==> src/rtl/exc_ctrl_if.sv <==
// Bundle between the MEM stage / CP0 and the exception controller.
// The pipeline side is the master; the controller is the slave.
interface exc_ctrl_if;
    logic        i_cache_stall;
    logic        inst_valid_i;
    logic [31:0] pc_i;
    logic        is_in_delayslot_i;
    logic [31:0] data_addr_i;
    logic        adel_if_i;
    logic        ri_i;
    logic        ov_i;
    logic        trap_i;
    logic        syscall_i;
    logic        break_i;
    logic        adel_d_i;
    logic        ades_i;
    logic        eret_i;
    logic        cp0_we_i;
    logic [4:0]  cp0_waddr_i;
    logic [31:0] cp0_wdata_i;
    logic [31:0] status_i;
    logic [31:0] cause_i;
    logic [31:0] epc_i;
    logic [31:0] excepttype_o;
    logic [31:0] current_inst_addr_o;
    logic        is_in_delayslot_o;
    logic [31:0] bad_addr_o;
    logic        flush_o;
    logic [31:0] new_pc_o;

    modport master (
        output i_cache_stall, inst_valid_i, pc_i, is_in_delayslot_i, data_addr_i,
               adel_if_i, ri_i, ov_i, trap_i, syscall_i, break_i, adel_d_i, ades_i,
               eret_i, cp0_we_i, cp0_waddr_i, cp0_wdata_i, status_i, cause_i, epc_i,
        input  excepttype_o, current_inst_addr_o, is_in_delayslot_o, bad_addr_o,
               flush_o, new_pc_o
    );

    modport slave (
        input  i_cache_stall, inst_valid_i, pc_i, is_in_delayslot_i, data_addr_i,
               adel_if_i, ri_i, ov_i, trap_i, syscall_i, break_i, adel_d_i, ades_i,
               eret_i, cp0_we_i, cp0_waddr_i, cp0_wdata_i, status_i, cause_i, epc_i,
        output excepttype_o, current_inst_addr_o, is_in_delayslot_o, bad_addr_o,
               flush_o, new_pc_o
    );
endinterface

==> src/rtl/exc_ctrl.sv <==
// MEM-stage exception controller: prioritises exception flags, presents the
// winner to CP0 with a flush/redirect, and holds it until CP0 accepts it.
module exc_ctrl #(
    parameter logic [31:0] EXC_VECTOR   = 32'hBFC00380,
    parameter logic [4:0]  CP0_EPC_ADDR = 5'd14
) (
    input logic        clk,
    input logic        rst,
    exc_ctrl_if.slave  bus
);
    typedef enum logic {IDLE, COMMIT} state_t;

    state_t      state_q, state_d;
    logic [31:0] excepttype_q, excepttype_d;
    logic [31:0] current_inst_addr_q, current_inst_addr_d;
    logic        is_in_delayslot_q, is_in_delayslot_d;
    logic [31:0] bad_addr_q, bad_addr_d;
    logic        flush_q, flush_d;
    logic [31:0] new_pc_q, new_pc_d;

    logic        int_pend;
    logic [31:0] det_code;
    logic [31:0] det_bad;
    logic        epc_fwd;
    logic [31:0] det_new_pc;

    logic        unused_ok;
    assign unused_ok = ^{bus.status_i[31:16], bus.status_i[7:2],
                         bus.cause_i[31:16], bus.cause_i[7:0]};

    assign int_pend = bus.status_i[0] & ~bus.status_i[1]
                    & (|(bus.cause_i[15:8] & bus.status_i[15:8]));

    // Fixed priority: first flag that matches wins, zero code means nothing to take.
    always_comb begin
        det_code = 32'h0;
        det_bad  = 32'h0;
        if (int_pend)               det_code = 32'h1;
        else if (bus.adel_if_i) begin
            det_code = 32'h4;
            det_bad  = bus.pc_i;
        end
        else if (bus.ri_i)          det_code = 32'hA;
        else if (bus.ov_i)          det_code = 32'hC;
        else if (bus.trap_i)        det_code = 32'hD;
        else if (bus.syscall_i)     det_code = 32'h8;
        else if (bus.break_i)       det_code = 32'h9;
        else if (bus.adel_d_i) begin
            det_code = 32'h4;
            det_bad  = bus.data_addr_i;
        end
        else if (bus.ades_i) begin
            det_code = 32'h5;
            det_bad  = bus.data_addr_i;
        end
        else if (bus.eret_i)        det_code = 32'hE;
    end

    // An mtc0 to EPC in the same cycle as eret has not reached CP0 yet, so take its data.
    assign epc_fwd    = bus.cp0_we_i && (bus.cp0_waddr_i == CP0_EPC_ADDR);
    assign det_new_pc = (det_code == 32'hE) ? (epc_fwd ? bus.cp0_wdata_i : bus.epc_i)
                                            : EXC_VECTOR;

    always_comb begin
        state_d             = state_q;
        excepttype_d        = excepttype_q;
        current_inst_addr_d = current_inst_addr_q;
        is_in_delayslot_d   = is_in_delayslot_q;
        bad_addr_d          = bad_addr_q;
        flush_d             = flush_q;
        new_pc_d            = new_pc_q;
        case (state_q)
            IDLE: begin
                if (bus.inst_valid_i && (det_code != 32'h0)) begin
                    excepttype_d        = det_code;
                    current_inst_addr_d = bus.pc_i;
                    is_in_delayslot_d   = bus.is_in_delayslot_i;
                    bad_addr_d          = det_bad;
                    flush_d             = 1'b1;
                    new_pc_d            = det_new_pc;
                    state_d             = COMMIT;
                end
            end
            COMMIT: begin
                if (!bus.i_cache_stall) begin
                    excepttype_d = 32'h0;
                    flush_d      = 1'b0;
                    new_pc_d     = 32'h0;
                    state_d      = IDLE;
                end
            end
            default: state_d = IDLE;
        endcase
    end

    always_ff @(posedge clk) begin
        if (rst) begin
            state_q             <= IDLE;
            excepttype_q        <= 32'h0;
            current_inst_addr_q <= 32'h0;
            is_in_delayslot_q   <= 1'b0;
            bad_addr_q          <= 32'h0;
            flush_q             <= 1'b0;
            new_pc_q            <= 32'h0;
        end else begin
            state_q             <= state_d;
            excepttype_q        <= excepttype_d;
            current_inst_addr_q <= current_inst_addr_d;
            is_in_delayslot_q   <= is_in_delayslot_d;
            bad_addr_q          <= bad_addr_d;
            flush_q             <= flush_d;
            new_pc_q            <= new_pc_d;
        end
    end

    assign bus.excepttype_o        = excepttype_q;
    assign bus.current_inst_addr_o = current_inst_addr_q;
    assign bus.is_in_delayslot_o   = is_in_delayslot_q;
    assign bus.bad_addr_o          = bad_addr_q;
    assign bus.flush_o             = flush_q;
    assign bus.new_pc_o            = new_pc_q;
endmodule

==> src/flat_wrapper.sv <==
// flat-port wrapper written by rule: the top's interface ports become plain ports
module exc_ctrl_flat 
#(
    parameter logic [31:0] EXC_VECTOR   = 32'hBFC00380,
    parameter logic [4:0]  CP0_EPC_ADDR = 5'd14
)
  (clk, rst, bus_i_cache_stall, bus_inst_valid_i, bus_pc_i, bus_is_in_delayslot_i, bus_data_addr_i, bus_adel_if_i, bus_ri_i, bus_ov_i, bus_trap_i, bus_syscall_i, bus_break_i, bus_adel_d_i, bus_ades_i, bus_eret_i, bus_cp0_we_i, bus_cp0_waddr_i, bus_cp0_wdata_i, bus_status_i, bus_cause_i, bus_epc_i, bus_excepttype_o, bus_current_inst_addr_o, bus_is_in_delayslot_o, bus_bad_addr_o, bus_flush_o, bus_new_pc_o);
  exc_ctrl_if bus_i ();
  input logic clk;
  input logic rst;
  input wire logic [$bits(bus_i.i_cache_stall)-1:0] bus_i_cache_stall;
  input wire logic [$bits(bus_i.inst_valid_i)-1:0] bus_inst_valid_i;
  input wire logic [$bits(bus_i.pc_i)-1:0] bus_pc_i;
  input wire logic [$bits(bus_i.is_in_delayslot_i)-1:0] bus_is_in_delayslot_i;
  input wire logic [$bits(bus_i.data_addr_i)-1:0] bus_data_addr_i;
  input wire logic [$bits(bus_i.adel_if_i)-1:0] bus_adel_if_i;
  input wire logic [$bits(bus_i.ri_i)-1:0] bus_ri_i;
  input wire logic [$bits(bus_i.ov_i)-1:0] bus_ov_i;
  input wire logic [$bits(bus_i.trap_i)-1:0] bus_trap_i;
  input wire logic [$bits(bus_i.syscall_i)-1:0] bus_syscall_i;
  input wire logic [$bits(bus_i.break_i)-1:0] bus_break_i;
  input wire logic [$bits(bus_i.adel_d_i)-1:0] bus_adel_d_i;
  input wire logic [$bits(bus_i.ades_i)-1:0] bus_ades_i;
  input wire logic [$bits(bus_i.eret_i)-1:0] bus_eret_i;
  input wire logic [$bits(bus_i.cp0_we_i)-1:0] bus_cp0_we_i;
  input wire logic [$bits(bus_i.cp0_waddr_i)-1:0] bus_cp0_waddr_i;
  input wire logic [$bits(bus_i.cp0_wdata_i)-1:0] bus_cp0_wdata_i;
  input wire logic [$bits(bus_i.status_i)-1:0] bus_status_i;
  input wire logic [$bits(bus_i.cause_i)-1:0] bus_cause_i;
  input wire logic [$bits(bus_i.epc_i)-1:0] bus_epc_i;
  output wire logic [$bits(bus_i.excepttype_o)-1:0] bus_excepttype_o;
  output wire logic [$bits(bus_i.current_inst_addr_o)-1:0] bus_current_inst_addr_o;
  output wire logic [$bits(bus_i.is_in_delayslot_o)-1:0] bus_is_in_delayslot_o;
  output wire logic [$bits(bus_i.bad_addr_o)-1:0] bus_bad_addr_o;
  output wire logic [$bits(bus_i.flush_o)-1:0] bus_flush_o;
  output wire logic [$bits(bus_i.new_pc_o)-1:0] bus_new_pc_o;
  assign bus_i.i_cache_stall = bus_i_cache_stall;
  assign bus_i.inst_valid_i = bus_inst_valid_i;
  assign bus_i.pc_i = bus_pc_i;
  assign bus_i.is_in_delayslot_i = bus_is_in_delayslot_i;
  assign bus_i.data_addr_i = bus_data_addr_i;
  assign bus_i.adel_if_i = bus_adel_if_i;
  assign bus_i.ri_i = bus_ri_i;
  assign bus_i.ov_i = bus_ov_i;
  assign bus_i.trap_i = bus_trap_i;
  assign bus_i.syscall_i = bus_syscall_i;
  assign bus_i.break_i = bus_break_i;
  assign bus_i.adel_d_i = bus_adel_d_i;
  assign bus_i.ades_i = bus_ades_i;
  assign bus_i.eret_i = bus_eret_i;
  assign bus_i.cp0_we_i = bus_cp0_we_i;
  assign bus_i.cp0_waddr_i = bus_cp0_waddr_i;
  assign bus_i.cp0_wdata_i = bus_cp0_wdata_i;
  assign bus_i.status_i = bus_status_i;
  assign bus_i.cause_i = bus_cause_i;
  assign bus_i.epc_i = bus_epc_i;
  assign bus_excepttype_o = bus_i.excepttype_o;
  assign bus_current_inst_addr_o = bus_i.current_inst_addr_o;
  assign bus_is_in_delayslot_o = bus_i.is_in_delayslot_o;
  assign bus_bad_addr_o = bus_i.bad_addr_o;
  assign bus_flush_o = bus_i.flush_o;
  assign bus_new_pc_o = bus_i.new_pc_o;
  exc_ctrl #(.EXC_VECTOR(EXC_VECTOR), .CP0_EPC_ADDR(CP0_EPC_ADDR)) u_core (.clk(clk), .rst(rst), .bus(bus_i));
endmodule
==> config.mk <==
export PLATFORM = sky130hd
export DESIGN_NAME = exc_ctrl_flat
export DESIGN_NICKNAME = d
export VERILOG_FILES = /design/src/rtl/exc_ctrl_if.sv /design/src/rtl/exc_ctrl.sv /design/src/flat_wrapper.sv
export SDC_FILE = /design/constraint.sdc
export NUM_CORES = 1
export LEC_CHECK = 0
export BUFFER_PORTS_ARGS = -buffer_cell sky130_fd_sc_hd__buf_2
export CAP_MARGIN = 0
export CORE_AREA = 2 2 134 136
export CTS_BUF_LIST = sky130_fd_sc_hd__clkbuf_16
export CTS_CLUSTER_SIZE = 8
export DETAILED_ROUTE_END_ITERATION = 8
export DIE_AREA = 0 0 136 138
export PLACE_DENSITY_LB_ADDON = 0.15
export SYNTH_ARGS = -nofsm -noshare
export SYNTH_HDL_FRONTEND = slang
export SYNTH_SLANG_ARGS = --single-unit
==> constraint.sdc <==
create_clock -name clk -period 2.52 [get_ports clk]
set_input_delay 0.378 -clock clk [delete_from_list [all_inputs] [get_ports clk]]
set_output_delay 0.378 -clock clk [all_outputs]
set_load 0.01 [all_outputs]
==> impl_metrics.json, run 1 <==
{
  "run_status": "completed",
  "met2_length_mm": 7.21,
  "final_area_mm2": 0.00624,
  "ir_worst_vdd_mv": 0.319,
  "hold_violations": 0,
  "finClkSkew_ns": 0.00799,
  "synth.area.mux_share_pct": 7.15,
  "area_growth_pct": 39.2,
  "die_w_um": 136,
  "yosysTopAreaCellShare_pct": 46.0,
  "power_density_mw_per_mm2": 586,
  "fp-row-count": 49,
  "post-route-util_pct": 35.6,
  "criticalPathCategory": "input pin to flip-flop",
  "synth_edf_count": 0,
  "io_pins": 342,
  "synth_common_cells": "103 x dfxtp_1, 90 x nand2_1, 48 x a21oi_1, 36 x a22oi_1, 36 x buf_4",
  "synth_compound_area_share_pct": 24.7,
  "critical_path_peak_fanout": 32,
  "nNetsFinal": 949,
  "arrival_ns": 2.20,
  "routedWlPerCell_um": 15.3,
  "cts_buffers": 9,
  "final_cell_count_no_fill": 971,
  "grt_pass1_vias": 4380,
  "cts_resized": 0,
  "path_clk_slew_ns": 0.08,
  "via_count": 4482,
  "tns_ns": 0,
  "htree_levels": 3,
  "start_kind": "input pin",
  "num_antenna_cells": 0,
  "fin_crit_ns": 1.92,
  "synth_xor_area_share_pct": 0,
  "antenna_found_initial": 0,
  "dp.final_hpwl_mm": 11.3,
  "grt_usage_pct": 15.3,
  "dr_wl_met3_mm": 1.38,
  "top_layer": "met4",
  "worst_pin_slew_ns": 0.528,
  "rsz0062_at_grt": "false",
  "netlist_top_cells_area": "dfxtp_1 46%, nand2_1 7.5%, mux2i_1 7.2%",
  "place.gp.congestion": 0.728,
  "ys_async_sr_fraction_pct": 0,
  "place_area_mm2": 0.00595,
  "drive_gt1_share_pct": 41.6,
  "finalMaxSlewViolations": 0,
  "fin_crit_sh_pct": 76.2,
  "finalSetupViolCount": 0,
  "synth_cells": 484,
  "dieArea_mm2": 0.0188,
  "clock_tree.root_cell": "clkbuf_16",
  "routed_wl_mm": 14.9,
  "netlist_area_mm2": 0.00448,
  "clockBufferDepth": 2,
  "fill_cells": 1872,
  "wl_met1_mm": 6.16,
  "dpl.cell_count": 955,
  "grt_pass1_wl_mm": 23.0,
  "p_total_mw": 3.65,
  "yosys.area_share.adder_pct": 0,
  "maxCapViolations": 0,
  "synth_cell_type_count": 36,
  "power.leakage_nw": 2.80,
  "clk_latency_ns": 0.35,
  "cts-hold-fix-buffers": 0,
  "overflow": 0,
  "die_h_um": 138,
  "synth_ff_type": "dfxtp_1",
  "cts_sinks": 103,
  "synth_top_area_cell": "dfxtp_1",
  "ys_seq_elements": 103,
  "synth_seq_area_share_pct": 46.0,
  "synth_top_family_by_area": "compound AO/OA/AOI/OAI gates",
  "yosysWarnings": 0,
  "dr.pass1.iters": 4,
  "required_ns": 2.80,
  "yosysMostFrequentCell": "dfxtp_1",
  "critPathCaptureType": "flip-flop",
  "drtAntennaViolNets": 0,
  "avgViaCountPerCell": 4.62,
  "coreArea_mm2": 0.0175,
  "drt_iter0_drc": 212,
  "cts_tree": "built",
  "cts_setup_buffers": 0,
  "drc": 0,
  "port_buffers": 267,
  "grt_max_degree": 39,
  "synth-simple-area-share_pct": 12.3,
  "postSynthAreaPerCell_um2": 9.25,
  "worstHoldPathType": "input pin to flip-flop",
  "worst_slew_margin_rel_pct": 64.8,
  "start_util_pct": 25.5,
  "fmax_mhz": 521
}
through the flow:
step / hold WS, ns / setup WS, ns
after detailed placement: 0.441 / 0.247
after global placement: 0.440 / 0.261
after floorplan: 0.458 / 0.502
after CTS: 0.254 / 0.611
after global routing: 0.266 / 0.493
final: 0.267 / 0.601
cell type report:
type | instances | area [um2] | share of cell area, %
multi-input cells | 340 | 2110 | 33.8
well taps | 229 | 287 | 4.59
flip-flops and latches | 103 | 2060 | 33.1
repair buffers | 282 | 1490 | 23.8
inverters | 1 | 3.75 | 0.0602
clock buffers | 9 | 225 | 3.61
clock inverters | 7 | 65.1 | 1.04
routing by layer:
layer  vias up  global-route usage, %
li1       2212                      -
met1      2073                   18.7
met2       188                   26.5
met3         9                   5.02
met4         0                   2.80
met5         -                      0
cells in the final DEF, fill, tap and decap left out, types with 2 or more instances in the layout:
cell type,netlist,final
dfxtp_1,103,103
conb_1,1,28
nand4b_1,5,5
a211oi_1,13,13
o2bb2ai_1,32,32
buf_4,36,12
or4_4,2,2
buf_12,0,3
inv_6,0,3
o31ai_1,4,4
a22oi_1,36,36
and2_1,2,2
o32ai_1,2,2
mux2i_1,32,32
a21oi_1,48,48
o22ai_1,17,17
nand2_1,90,90
clkbuf_16,0,9
nand2b_1,5,5
buf_2,9,267
nor2_1,9,8
clkinv_4,0,2
nor3_1,3,3
cell families (layout without fill, tap and decap cells):
kind of cell	count (synthesis)	count (layout)
AO/OA/AOI/OAI	158	158
AND/OR/NAND/NOR	122	122
flip-flops	103	103
buffers and inverters	68	299
multiplexers	32	32
other	1	28
power breakdown:
| part | internal [mW] | switching (mW) | total (mW) |
|---|---|---|---|
| clock network | 0.692 | 0.665 | 1.36 |
| logic | 0.245 | 0.316 | 0.561 |
| registers | 1.70 | 0.0366 | 1.74 |
| total | 2.64 | 1.02 | 3.65 |
path summary, 6_finish.rpt:
path	start	end	slack, ns	cells past startpoint
setup reg to reg	u_core.state_q$_SDFF_PP0_	u_core.bus.excepttype_o[1]$_SDFFE_PP0P_	0.92	5
hold reg to reg	u_core.bus.current_inst_addr_o[22]$_SDFFE_PP0P_	u_core.bus.current_inst_addr_o[22]$_SDFFE_PP0P_	0.45	2
setup / recovery	bus_syscall_i	u_core.bus.bad_addr_o[10]$_SDFFE_PP0P_	0.60	7
hold / removal	bus_is_in_delayslot_i	u_core.bus.is_in_delayslot_o$_SDFFE_PP0P_	0.27	3
registers in the layout, indices dropped and copies added, names as in the netlist:
register and cells:
u_core.bus.bad_addr_o 32, u_core.bus.current_inst_addr_o 32, u_core.bus.excepttype_o 4, u_core.bus.flush_o 1, u_core.bus.is_in_delayslot_o 1, u_core.bus.new_pc_o 32, u_core.state_q 1
critical path, stage by stage:
cell and delay [ns]:
buf_2 0.11, or4_4 0.57, or3_2 0.50, nor2_4 0.13, buf_12 0.21, a22oi_1 0.13
o2bb2ai_1 0.16
Power figures use the tool's default switching activity.
==> inputs of run 2 (changes only) <==
--- a/config.mk
+++ b/config.mk
@@ -5,13 +5,14 @@
 export SDC_FILE = /design/constraint.sdc
 export NUM_CORES = 1
 export LEC_CHECK = 0
+export ABC_AREA = 1
 export BUFFER_PORTS_ARGS = -buffer_cell sky130_fd_sc_hd__buf_2
 export CAP_MARGIN = 0
-export CORE_AREA = 2 2 134 136
+export CORE_AREA = 2 2 131 133
 export CTS_BUF_LIST = sky130_fd_sc_hd__clkbuf_16
 export CTS_CLUSTER_SIZE = 8
 export DETAILED_ROUTE_END_ITERATION = 8
-export DIE_AREA = 0 0 136 138
+export DIE_AREA = 0 0 133 135
 export PLACE_DENSITY_LB_ADDON = 0.15
 export SYNTH_ARGS = -nofsm -noshare
 export SYNTH_HDL_FRONTEND = slang
==> constraint.sdc (replaced) <==
create_clock -name clk -period 1.8 [get_ports clk]
set_input_delay 0.27 -clock clk [delete_from_list [all_inputs] [get_ports clk]]
set_output_delay 0.27 -clock clk [all_outputs]
set_load 0.01 [all_outputs]
==> run 2 against run 1 <==
Die area is 4.3% lower; critical path depth rose by 6; wire length grew 23%; synthesized cell count up 60%; sequential share of layout area shrank 4.6 points; non-clock buffer count up 19; global-route usage rose by 4.5 points; worst hold slack lost 0.082 ns; critical path type unchanged; critical endpoint is now u_core.bus.new_pc_o[24]$_SDFFE_PP0P_; largest cell class unchanged.
==> impl_metrics.json, run 2 <==
{
  "clockBufferDepth": 2,
  "post-route-util_pct": 44.2,
  "crit_family": "simple AND/OR/NAND/NOR gates",
  "area_growth_pct": 38.5,
  "synth_cell_type_count": 21,
  "cp_common_cell": "nand2_1",
  "crit_path_max_incr_delay_ns": 0.21,
  "cts_tree": "built",
  "clock_tree.root_cell": "clkbuf_16",
  "start_util_pct": 31.9,
  "path_buf_inv": 2,
  "yosysMostFrequentCell": "nand2_1",
  "finalMaxSlewViolations": 0,
  "criticalPathCategory": "input pin to flip-flop",
  "fin_crit_ns": 1.48,
  "ys_seq_elements": 103,
  "routed_wl_mm": 18.3,
  "synth_edf_count": 0,
  "fin_crit_sh_pct": 82.5,
  "die_h_um": 135,
  "overflow": 0,
  "die_w_um": 133,
  "clk_latency_ns": 0.35,
  "fin_ws_ns": 0.315,
  "cts_resized": 0,
  "hold_violations": 0,
  "worstHoldPathType": "input pin to flip-flop",
  "drt_iter0_drc": 328,
  "port_buffers": 267,
  "critical_path_peak_fanout": 36,
  "grt_pass1_vias": 5398,
  "num_antenna_cells": 0,
  "cts_setup_buffers": 0,
  "p_total_mw": 5.80,
  "preCtsSetupSlack_ns": -0.0855,
  "dieArea_mm2": 0.0180,
  "fp-row-count": 47,
  "arrival_ns": 1.76,
  "fmax_mhz": 674,
  "critPathCaptureType": "flip-flop",
  "cts_buffers": 9,
  "grt_usage_pct": 19.9,
  "r2r_setup_slack_ns": 0.39,
  "finClkSkew_ns": 0.00534,
  "htree_levels": 3,
  "slowest_stage": "buf_12",
  "place.gp.congestion": 0.804,
  "power_density_mw_per_mm2": 799,
  "rsz0062_at_grt": "false",
  "path_clk_slew_ns": 0.07,
  "path_cells": "buf_2 > nand2_1 > nand2_1 > nor2_1 > nand2_1 > nand2_1 > nand2_1 > nor2_1 > nand3_4 > nand2_4 > buf_12 > nand3_1 > a21oi_1",
  "yosysTopAreaCellShare_pct": 39.4,
  "grt_pass1_wl_mm": 28.4,
  "io_pins": 342,
  "synth_cells": 773,
  "synth_common_cells": "196 x nand2_1, 135 x nand3_1, 103 x a21oi_1, 103 x dfxtp_1, 59 x nand4_1",
  "synth_top_area_cell": "dfxtp_1",
  "dr.pass1.iters": 7,
  "synth_seq_area_share_pct": 39.4,
  "final_cell_mix": "266 x buf_2, 196 x nand2_1, 135 x nand3_1",
  "maxCapViolations": 0,
  "run_status": "completed",
  "antenna_found_initial": 1,
  "coreArea_mm2": 0.0164,
  "nNetsFinal": 1226,
  "via_count": 5913,
  "cts-hold-fix-buffers": 0,
  "hold_slack_ns": 0.184,
  "synth_ff_type": "dfxtp_1",
  "drive_gt1_share_pct": 31.8,
  "dp.final_hpwl_mm": 13.0,
  "cts_sinks": 103,
  "layout_commonest_cell": "buf_2",
  "grt_max_degree": 104,
  "drtAntennaViolNets": 0,
  "start_kind": "input pin",
  "drc": 0,
  "finalSetupViolCount": 0,
  "ir_worst_vdd_mv": 0.437,
  "required_ns": 2.08,
  "netlist_area_mm2": 0.00524,
  "postSynthAreaPerCell_um2": 6.77,
  "ys_async_sr_fraction_pct": 0,
  "avgViaCountPerCell": 4.77,
  "routedWlPerCell_um": 14.7,
  "yosysWarnings": 0,
  "power.leakage_nw": 3.59,
  "netlist_top_cells_area": "dfxtp_1 39%, nand2_1 14%, nand3_1 13%"
}
[run 2: changes by cell type after synthesis, sizes merged, moves of 11 or more]
| cell | before | now |
|---|---|---|
| a22oi | 36 | 0 |
| a21oi | 48 | 104 |
| clkbuf | 17 | 46 |
| o2bb2ai | 32 | 0 |
| nand2 | 90 | 197 |
| nor2 | 10 | 21 |
| inv | 1 | 32 |
| mux2i | 32 | 0 |
| a211oi | 13 | 0 |
| o22ai | 17 | 0 |
| nand4 | 1 | 59 |
| o21ai | 0 | 20 |
| nand3 | 0 | 136 |
[run 2: worst paths after layout]
| check | startpoint | end | depth (start not counted) |
|---|---|---|---|
| worst max register to register | u_core.state_q$_SDFF_PP0_ | u_core.bus.bad_addr_o[23]$_SDFFE_PP0P_ | 4 |
| worst min-delay path | bus_i_cache_stall | u_core.state_q$_SDFF_PP0_ | 3 |
| worst max-delay path | bus_cause_i[15] | u_core.bus.new_pc_o[24]$_SDFFE_PP0P_ | 13 |
| worst min register to register | u_core.bus.current_inst_addr_o[12]$_SDFFE_PP0P_ | u_core.bus.current_inst_addr_o[12]$_SDFFE_PP0P_ | 2 |
[run 2: worst min-delay path, delay by kind of cell]
kind | cells | cell delay [ns]
and+or+nand+nor | 1 | 0.05
buffers and inverters | 1 | 0.10
AOI/OAI and AO/OA | 1 | 0.06
[run 2: stage by stage]
step / TNS, ns / instances / instance area, um2
CTS: 0 / 1239 / 7250
detailed placement: -3.08 / 1223 / 6930
global route: 0 / 1239 / 7250
floorplan: 0 / 800 / 5340
finish: 0 / 1239 / 7250
global placement: -3.52 / 1223 / 6930
[run 2: power breakdown]
part           switching (mW)  internal [mW]
Clock                   0.911           1.23
Sequential             0.0560           2.40
Combinational           0.703          0.502
Total                    1.67           4.13
[run 2: routing by layer]
metal,routed length (um),share of wire (%),GRT usage [%]
met1,8140,45,26.0
met2,8420,46,32.4
met3,1430,7.8,4.69
met4,276,1.5,6.45
met5,0,0,0
[run 2: area by class of cell]
| cell class | instances | area (um2) |
|---|---|---|
| fillers | 1809 | 9160 |
| multi-input cells | 567 | 2660 |
| flip-flops and latches | 103 | 2060 |
| repair buffers | 301 | 1820 |
| well taps | 220 | 275 |
| clock buffers | 9 | 225 |
| inverters | 32 | 120 |
| clock inverters | 7 | 95.1 |
[run 2: kinds of logic (layout without fill, tap and decap cells)]
| family | count (synthesis) | after routing | share of synthesized area [%] |
|---|---|---|---|
| compound gates | 124 | 124 | 11.9 |
| buf+inv | 130 | 349 | 12.3 |
| flops | 103 | 103 | 39.4 |
| other cells | 1 | 28 | 0.0716 |
| simple gates | 415 | 415 | 36.4 |
==> inputs of run 3 (changes only) <==
==> constraint.sdc (replaced) <==
create_clock -name clk -period 1.6 [get_ports clk]
set_input_delay 0.24 -clock clk [delete_from_list [all_inputs] [get_ports clk]]
set_output_delay 0.24 -clock clk [all_outputs]
set_load 0.01 [all_outputs]
==> run 3 against run 2 <==
Global-route usage shrank 0.23 points; critical path depth unchanged; sequential power increased by 13%; register-to-register slack worse by 0.16 ns; design area up 1.6%; critical path type unchanged; final cell count up 1.2%; total power grew 13%; non-clock buffer count increased by 15.
==> impl_metrics.json, run 3 (synthesis results as in run 2) <==
{
  "fin_crit_sh_pct": 94.2,
  "final_cell_mix": "266 x buf_2, 195 x nand2_1, 135 x nand3_1",
  "cts_sinks": 103,
  "htree_levels": 3,
  "maxCapViolations": 0,
  "fp-row-count": 47,
  "grt_pass1_wl_mm": 28.3,
  "critical_path_peak_fanout": 7,
  "clockBufferDepth": 2,
  "drt_iter0_drc": 331,
  "io_pins": 342,
  "slowest_stage": "buf_4",
  "grt_max_degree": 52,
  "start_kind": "input pin",
  "num_antenna_cells": 0,
  "crit_start": "bus_trap_i",
  "overflow": 0,
  "place_area_mm2": 0.00693,
  "required_ns": 1.82,
  "clk_latency_ns": 0.34,
  "antenna_found_initial": 0,
  "path_buf_inv": 5,
  "worstHoldStart": "bus_i_cache_stall",
  "grt_pass1_vias": 5343,
  "drtAntennaViolNets": 0,
  "ir_worst_vdd_mv": 0.418,
  "finClkSkew_ns": 0.00956,
  "fin_ws_ns": 0.0921,
  "hold_violations": 0,
  "worstReg2RegEnd": "u_core.bus.bad_addr_o[30]$_SDFFE_PP0P_",
  "final_area_mm2": 0.00737,
  "coreArea_mm2": 0.0164,
  "die_w_um": 133,
  "p_total_mw": 6.57,
  "path_clk_slew_ns": 0.07,
  "post-route-util_pct": 44.9,
  "whs_endpoint": "u_core.state_q$_SDFF_PP0_",
  "power.leakage_nw": 3.65,
  "layout_commonest_cell": "buf_2",
  "cts_buffers": 9,
  "r2r_setup_slack_ns": 0.23,
  "criticalPathCategory": "input pin to flip-flop",
  "finalSetupViolCount": 0,
  "die_h_um": 135,
  "reg2reg_from": "u_core.state_q$_SDFF_PP0_",
  "avgViaCountPerCell": 4.78,
  "crit_family": "buffers and inverters",
  "preCtsSetupSlack_ns": -0.278,
  "dr.pass1.iters": 5,
  "cp_common_cell": "buf_4",
  "drc": 0,
  "via_count": 5995,
  "hold_slack_ns": 0.163,
  "routedWlPerCell_um": 14.7,
  "arrival_ns": 1.73,
  "reg2reg_depth": 4,
  "path_cells": "buf_2 > nor2_1 > nand2_1 > buf_4 > nor2_4 > a21oi_2 > nand2_1 > nand3_4 > buf_4 > buf_4 > buf_4 > nand3_1 > a21oi_1",
  "finalMaxSlewViolations": 0,
  "port_buffers": 267,
  "drive_gt1_share_pct": 33.3,
  "grt_usage_pct": 19.6,
  "dpl.cell_count": 1230,
  "power_density_mw_per_mm2": 891,
  "worstHoldPathType": "input pin to flip-flop",
  "clock_tree.root_cell": "clkbuf_16",
  "cts_tree": "built",
  "place.gp.congestion": 0.834,
  "fmax_mhz": 663,
  "run_status": "completed",
  "crit_path_max_incr_delay_ns": 0.20,
  "final_cell_count_no_fill": 1254,
  "start_util_pct": 31.9,
  "dp.final_hpwl_mm": 13.4,
  "critPathCaptureType": "flip-flop",
  "routed_wl_mm": 18.4,
  "tns_ns": 0,
  "fin_crit_ns": 1.51,
  "nNetsFinal": 1241,
  "hold_depth": 3,
  "area_growth_pct": 40.8,
  "dieArea_mm2": 0.0180
}
[run 3: metal layers]
metal | track usage [%] | routed length, um | vias to the layer above | part of all wire, %
li1 | - | - | 3085 | -
met5 | 0 | 0 | - | 0
met4 | 5.91 | 161 | 0 | 0.87
met2 | 31.4 | 8480 | 222 | 46
met3 | 4.62 | 1320 | 12 | 7.1
met1 | 26.4 | 8490 | 2676 | 46
[run 3: worst max path at each step]
stage,endpoint,cells after the start
after global placement,u_core.bus.current_inst_addr_o[5]$_SDFFE_PP0P_,13
after detailed placement,u_core.bus.bad_addr_o[3]$_SDFFE_PP0P_,13
final,u_core.bus.current_inst_addr_o[25]$_SDFFE_PP0P_,13
after global routing,u_core.bus.new_pc_o[3]$_SDFFE_PP0P_,12
after floorplan,u_core.bus.bad_addr_o[10]$_SDFFE_PP0P_,12
after CTS,u_core.bus.new_pc_o[14]$_SDFFE_PP0P_,13
[run 3: area by class of cell]
type | instances | area, um2
fillers | 1782 | 9040
multi-input cells | 567 | 2670
flip-flops and latches | 103 | 2060
repair buffers | 316 | 1910
well taps | 220 | 275
clock buffers | 9 | 225
inverters | 32 | 120
clock inverters | 7 | 104
[run 3: worst register-to-register path, delay by kind of cell (launching register included)]
kind / cells / cell delay (ns)
AND/OR/NAND/NOR: 2 / 0.48
AO/OA/AOI/OAI: 1 / 0.14
buffers and inverters: 1 / 0.34
flip-flops: 1 / 0.34
[run 3: what timing repair did]
item	in CTS	in global routing
hold buffers	0	0
gates resized for setup	0	8
setup buffers	0	7
setup endpoints to repair	0	103
[run 3: where the power goes]
| part | switching (mW) | internal, mW |
|---|---|---|
| registers | 0.0664 | 2.70 |
| logic | 0.797 | 0.577 |
| clock network | 1.04 | 1.39 |
| total | 1.90 | 4.67 |
